**config.mk**
```make
export PLATFORM = sky130hd
export DESIGN_NAME = run_monitor
export DESIGN_NICKNAME = d
export VERILOG_FILES = /design/src/rtl/run_monitor_pkg.sv /design/src/rtl/stop_match.sv /design/src/rtl/run_monitor.sv
export SDC_FILE = /design/constraint.sdc
export NUM_CORES = 1
export LEC_CHECK = 0
export CORE_MARGIN = 2
export CORE_UTILIZATION = 46
export CTS_CLUSTER_SIZE = 40
export DETAILED_ROUTE_END_ITERATION = 10
export PLACE_DENSITY = 0.86
export SLEW_MARGIN = 15
export SYNTH_ARGS = -nofsm -noshare
export SYNTH_HDL_FRONTEND = slang
export SYNTH_SLANG_ARGS = --single-unit
```
**constraint.sdc**
```tcl
create_clock -name clk -period 4.65 [get_ports clk]
set_input_delay 0.93 -clock clk [delete_from_list [all_inputs] [get_ports clk]]
set_output_delay 0.93 -clock clk [all_outputs]
set_load 0.01 [all_outputs]
```
**src/rtl/run_monitor_pkg.sv**
```systemverilog
// run_monitor_pkg: shared types for the run-control monitor.
//   state_t  - monitor FSM states (IDLE / RUN / HALT)
//   cause_t  - halt cause codes reported on halt_cause
//   CAUSE_W  - width of the halt cause field
package run_monitor_pkg;

    localparam int CAUSE_W = 2;

    typedef enum logic [1:0] {
        IDLE = 2'd0,
        RUN  = 2'd1,
        HALT = 2'd2
    } state_t;

    typedef enum logic [CAUSE_W-1:0] {
        CAUSE_NONE    = 2'd0,
        CAUSE_STOP    = 2'd1,
        CAUSE_TIMEOUT = 2'd2,
        CAUSE_STALL   = 2'd3
    } cause_t;

endpackage

```
**src/rtl/stop_match.sv**
```systemverilog
// stop_match: NUM_STOP parallel stop-address comparators with a
// lowest-index-wins priority encoder.
// Ports:
//   pc        in  XLEN           committed PC this cycle
//   pc_valid  in  1              pc is a real commit
//   stop_addr in  NUM_STOP*XLEN  entry i at [i*XLEN +: XLEN]
//   stop_en   in  NUM_STOP       per-entry enable
//   hit       out 1              some enabled entry matches a valid commit
//   idx       out IDX_W          lowest matching entry (0 when no hit)
module stop_match #(
    parameter int XLEN     = 32,
    parameter int NUM_STOP = 4,
    parameter int IDX_W    = 2
) (
    input  logic [XLEN-1:0]          pc,
    input  logic                     pc_valid,
    input  logic [NUM_STOP*XLEN-1:0] stop_addr,
    input  logic [NUM_STOP-1:0]      stop_en,
    output logic                     hit,
    output logic [IDX_W-1:0]         idx
);

    logic [NUM_STOP-1:0] match;

    for (genvar g = 0; g < NUM_STOP; g++) begin : g_cmp
        assign match[g] = pc_valid && stop_en[g] &&
                          (pc == stop_addr[g*XLEN +: XLEN]);
    end

    // Walk the match vector from bit 0 upward; the first set bit wins.
    always_comb begin
        logic [NUM_STOP-1:0] rest;
        hit  = 1'b0;
        idx  = '0;
        rest = match;
        for (int unsigned i = 0; i < NUM_STOP; i++) begin
            if (!hit && rest[0]) begin
                hit = 1'b1;
                idx = IDX_W'(i);
            end
            rest = rest >> 1;
        end
    end

endmodule

```
**src/rtl/run_monitor.sv**
```systemverilog
// run_monitor: run-control monitor for the pipelined RV32 core. Counts RUN
// cycles and retired instructions, and halts on a stop-address hit, a cycle
// budget expiry, or (optionally) a retire stall.
// Optional feature: define RUN_MONITOR_STALL_EN to build the stall detector.
// Ports:
//   clk, reset    in  1              rising-edge clock, sync active-high reset
//   start         in  1              pulse: IDLE/HALT -> RUN (ignored in RUN)
//   pc, pc_valid  in  XLEN, 1        committed PC stream
//   stop_addr     in  NUM_STOP*XLEN  stop addresses (sampled live)
//   stop_en       in  NUM_STOP       per-entry enables (sampled live)
//   done          out 1              one-cycle pulse on entry to HALT
//   halted        out 1              high while in HALT
//   halt_cause    out 2              0 NONE, 1 STOP, 2 TIMEOUT, 3 STALL
//   halt_idx      out IDX_W          matching stop entry
//   halt_pc       out XLEN           last valid committed PC at halt
//   cycle_count   out CNT_W          cycles spent in RUN (saturating)
//   retire_count  out CNT_W          valid commits in RUN (saturating)
module run_monitor
    import run_monitor_pkg::*;
#(
    parameter int XLEN        = 32,
    parameter int NUM_STOP    = 4,
    parameter int CNT_W       = 32,
    parameter int TIMEOUT_CYC = 100000,
    parameter int STALL_LIMIT = 256,
    localparam int IDX_W      = (NUM_STOP > 1) ? $clog2(NUM_STOP) : 1
) (
    input  logic                     clk,
    input  logic                     reset,
    input  logic                     start,
    input  logic [XLEN-1:0]          pc,
    input  logic                     pc_valid,
    input  logic [NUM_STOP*XLEN-1:0] stop_addr,
    input  logic [NUM_STOP-1:0]      stop_en,
    output logic                     done,
    output logic                     halted,
    output logic [CAUSE_W-1:0]       halt_cause,
    output logic [IDX_W-1:0]         halt_idx,
    output logic [XLEN-1:0]          halt_pc,
    output logic [CNT_W-1:0]         cycle_count,
    output logic [CNT_W-1:0]         retire_count
);

    state_t            state, state_nxt;
    cause_t            cause_r, cause_nxt;
    logic              arm, halt_ev;
    logic              hit, timeout_hit, stall_hit;
    logic [IDX_W-1:0]  hit_idx;
    logic [XLEN-1:0]   last_pc;

    stop_match #(
        .XLEN     (XLEN),
        .NUM_STOP (NUM_STOP),
        .IDX_W    (IDX_W)
    ) u_stop_match (
        .pc        (pc),
        .pc_valid  (pc_valid),
        .stop_addr (stop_addr),
        .stop_en   (stop_en),
        .hit       (hit),
        .idx       (hit_idx)
    );

    // cycle_count is the pre-increment value, so matching BUDGET-1 halts
    // with the count reading exactly BUDGET alongside done.
    localparam logic [CNT_W-1:0] TO_LAST = CNT_W'(TIMEOUT_CYC - 1);
    assign timeout_hit = (TIMEOUT_CYC != 0) && (cycle_count == TO_LAST);

`ifdef RUN_MONITOR_STALL_EN
    localparam int SW = $clog2(STALL_LIMIT + 1);
    localparam logic [SW-1:0] STALL_LAST = SW'(STALL_LIMIT - 1);
    logic [SW-1:0] stall_cnt;

    always_ff @(posedge clk) begin
        if (reset || arm || pc_valid) stall_cnt <= '0;
        else if (state == RUN)        stall_cnt <= stall_cnt + 1'b1;
    end

    // Halts on the idle cycle that brings the run of idle cycles to the limit.
    assign stall_hit = !pc_valid && (stall_cnt == STALL_LAST);
`else
    // No stall detector in this build; the parameter is still accepted so
    // instantiations are identical across builds.
    assign stall_hit = 1'b0 & (STALL_LIMIT != 0);
`endif

    always_comb begin
        state_nxt = state;
        arm       = 1'b0;
        halt_ev   = 1'b0;
        cause_nxt = CAUSE_NONE;
        if (hit)              cause_nxt = CAUSE_STOP;
        else if (timeout_hit) cause_nxt = CAUSE_TIMEOUT;
        else if (stall_hit)   cause_nxt = CAUSE_STALL;
        case (state)
            IDLE, HALT: begin
                if (start) begin
                    state_nxt = RUN;
                    arm       = 1'b1;
                end
            end
            RUN: begin
                if (cause_nxt != CAUSE_NONE) begin
                    state_nxt = HALT;
                    halt_ev   = 1'b1;
                end
            end
            default: state_nxt = IDLE;
        endcase
    end

    always_ff @(posedge clk) begin
        if (reset) begin
            state        <= IDLE;
            done         <= 1'b0;
            cause_r      <= CAUSE_NONE;
            halt_idx     <= '0;
            halt_pc      <= '0;
            last_pc      <= '0;
            cycle_count  <= '0;
            retire_count <= '0;
        end else begin
            state <= state_nxt;
            done  <= halt_ev;
            if (arm) begin
                cycle_count  <= '0;
                retire_count <= '0;
                cause_r      <= CAUSE_NONE;
                halt_idx     <= '0;
            end else if (state == RUN) begin
                if (cycle_count != '1) cycle_count <= cycle_count + 1'b1;
                if (pc_valid) begin
                    if (retire_count != '1) retire_count <= retire_count + 1'b1;
                    last_pc <= pc;
                end
                if (halt_ev) begin
                    cause_r  <= cause_nxt;
                    halt_idx <= hit_idx;
                    halt_pc  <= pc_valid ? pc : last_pc;
                end
            end
        end
    end

    assign halted     = (state == HALT);
    assign halt_cause = cause_r;

endmodule
```
==> summary.md <==
| Metric | Value |
|---|---|
| Worst-path clk slew | `0.06 ns` |
| Layout cells sized above 1 | `0.07633` |
| Final hold vios | `0` |
| Worst-margin pin slew | `0.9015 ns` |
| Commonest non-fill, non-tap cell in the layout | `clkdlybuf4s50_1` |
| Synth warn | `0` |
| Initial antenna violation count | `1` |
| Die height | `134.1 um` |
| Dpl ws | `0.2541 ns` |
| R2R depth | `7` |
| Rows | `47` |
| Resized Gates After CTS | `0` |
| # fillers | `1351` |
| Yosys reg bits | `135` |
| Number of port buffers | `269` |
| WHS Path Cells | `2` |
| Final Worst Setup Slack | `0.6061 ns` |
| CTS tree | `yes` |
| Hold EP | `last_pc[20]` |
| Mean Syn Cell Area | `8.359 um2` |
| Hold path startpoint | `last_pc[20]` |
| DP Wirelength | `20.07 mm` |
| Highest-count cells in the layout ignoring fill and taps | `clkdlybuf4s50_1, dfxtp_1, xor2_1` |
| Setup crit end kind | `flop` |
| Final nets | `1323` |
| Leakage | `3.707 nW` |
| EDFF count, synth | `0` |
| RSZ-0062 raised after global routing | `no` |
| # IOs | `270` |
| Crit path required time | `4.97 ns` |
| Power per Cell Area | `272.6 nW/um2` |
| Critical path class | `in -> reg` |
| Commonest register cell after synthesis | `dfxtp_1` |
| Starting Density | `0.4693` |
| Skew final | `0.008719 ns` |
| Min-delay worst type | `reg -> reg` |
| Crit path time final | `4.044 ns` |
| Drt initial violations | `460` |
| Post-placement cell area | `10410 um2` |
| Asr flop ratio synth | `0` |
| Max-cap check violation count | `0` |
| Final TNS setup | `0 ns` |
| Crit path cell chain | `clkdlybuf4s50_1 > xor2_1 > nor4_1 > nand4_1 > or4_1 > and4_1 > a21o_1 > buf_4 > a211oi_1` |
| Final WL | `27.19 mm` |
| Slowest stage delay, CP | `0.70 ns` |
| Worst reg2reg path endpoint | `halt_pc[21]` |
| Sequential fraction of the synthesis area | `0.3473` |
| DIE WIDTH | `134.1 um` |
| Postcts setup bufs | `0` |
| GRT overflow | `0` |
| Max Fclk | `247.3 MHz` |
| TritonCTS Buffers | `17` |
| First-pass GRT wire length | `40.83 mm` |
| Mapped Area | `7782 um2` |
| Routed vias/inst | `5.598` |
| Critical Path Source Type | `input port` |
| CP Max Fanout | `24` |
| Synth-to-Final Area Change | `41.70%` |
| DR DRC count | `0` |
| Worst-Skew Late Latency | `0.42 ns` |
| Fin util | `0.6650` |
| Synth area leader | `dfxtp_1` |
| Root Buffer | `clkbuf_16` |
| Status | `completed` |
| Placed cells | `1354` |
| Crit path max-delay cell type | `clkdlybuf4s50_1` |
| DRT Pass-1 Iters | `5` |
| Largest net degree at the start of global routing | `49` |
| # hold bufs at CTS | `0` |
| Core area | `16580 um2` |
| WL per Instance | `19.60 um` |
| VDD IR max | `0.2268 mV` |
| Register area | `2703 um2` |
| Post-Layout Inst Area | `11030 um2` |
| FF-to-FF Start | `cycle_count[24]` |
| Critical Path AT | `4.37 ns` |
| FF-to-FF setup slack | `1.99 ns` |
| Clock Path Buffers | `2` |
| Routed vias | `7764` |
| Yosys top cell area share | `0.3473` |
| Area of the multi-input gates | `4502 um2` |
| DIE AREA | `17970 um2` |
| Max-slew violation count | `0` |
| Unique masters post-synth | `45` |
| RePlAce Congestion | `0.9785` |
| Syn Inst Count | `931` |
| Number of global-route vias before repair | `7645` |
| Setup Viol. Count Final | `0` |
| Relative slew margins | `0.3935` |
| CTS Sinks | `135` |
| Final Non-Filler Cells | `1387` |
| Synth area leaders | `dfxtp_1, xor2_1, xnor2_1` |
| ANT nets after route | `0` |
| Tot GR Track Use | `0.2928` |
| Htree depth | `4` |
| Syn Nets | `1101` |
| Final period utilization | `0.8697` |
final cells by class:
cell class              instances  area share
multi-input cells             676      0.4082
inverters                      41     0.01396
well taps                     220     0.02496
flip-flops and latches        135      0.2451
clock inverters                13     0.01532
diodes                          1   0.0002269
repair buffers                282      0.2521
clock buffers                  19     0.04016
stage by stage:
step | power [W] | hold WS (ns)
2_1_floorplan | 0.001416 | 0.4338
3_3_place_gp | 0.001620 | 0.4390
3_5_place_dp | 0.001624 | 0.4447
4_1_cts | 0.003017 | 0.4526
5_1_grt | 0.003097 | 0.4698
6_report | 0.003006 | 0.4535
state kept, by name, summed over array words and instances (netlist names):
signal / cells
halt_idx: 2
cycle_count: 32
last_pc: 32
state: 2
halt_pc: 32
retire_count: 32
halt_cause: 2
done: 1
critical path, delay by kind of cell:
kind,cells,cell delay [ns]
xor+xnor,1,0.27
buf+inv,2,0.99
simple gates,4,1.57
compound gates,2,0.60
kinds of logic after synthesis:
kind of cell	synth area share
AOI/OAI and AO/OA	0.1108
xor gates and xnor gates	0.1992
adders and majority gates	0.003215
buffers and inverters	0.07460
DFF	0.3473
muxes	0.04888
and+or+nand+nor	0.2161
worst max-delay path by stage:
stage	end	cells past startpoint	start
after floorplan	halt_pc[10]	11	pc[15]
after global placement	halt_pc[9]	9	pc[13]
after detailed placement	halt_pc[2]	9	pc[13]
after CTS	halt_pc[2]	9	pc[13]
after global routing	halt_pc[5]	9	pc[13]
final	halt_pc[21]	9	pc[13]
synthesized netlist by cell type (32+ instances only):
master    number
a211oi_1      64
a21oi_1       46
clkbuf_1      42
dfxtp_1      135
inv_1         41
mux2_2        32
nand2_1       98
nand4_1       36
nor2_1        64
xnor2_1       61
xor2_1       116
power breakdown:
| group | internal [W] | total [W] | leakage (nW) | switching (W) |
|---|---|---|---|---|
| registers | 0.00117 | 0.00118 | 1.09 | 0.00000758 |
| logic | 0.000221 | 0.000429 | 2.32 | 0.000208 |
| clock network | 0.000865 | 0.00140 | 0.299 | 0.000535 |
metal layers:
metal,part of all wire,wire length (um),GRT usage
met2,0.47,12800,0.4866
met3,0.095,2591,0.09864
met4,0.060,1642,0.1842
met1,0.37,10150,0.3220
met5,0,0,0
(Power assumes the default switching activity.)
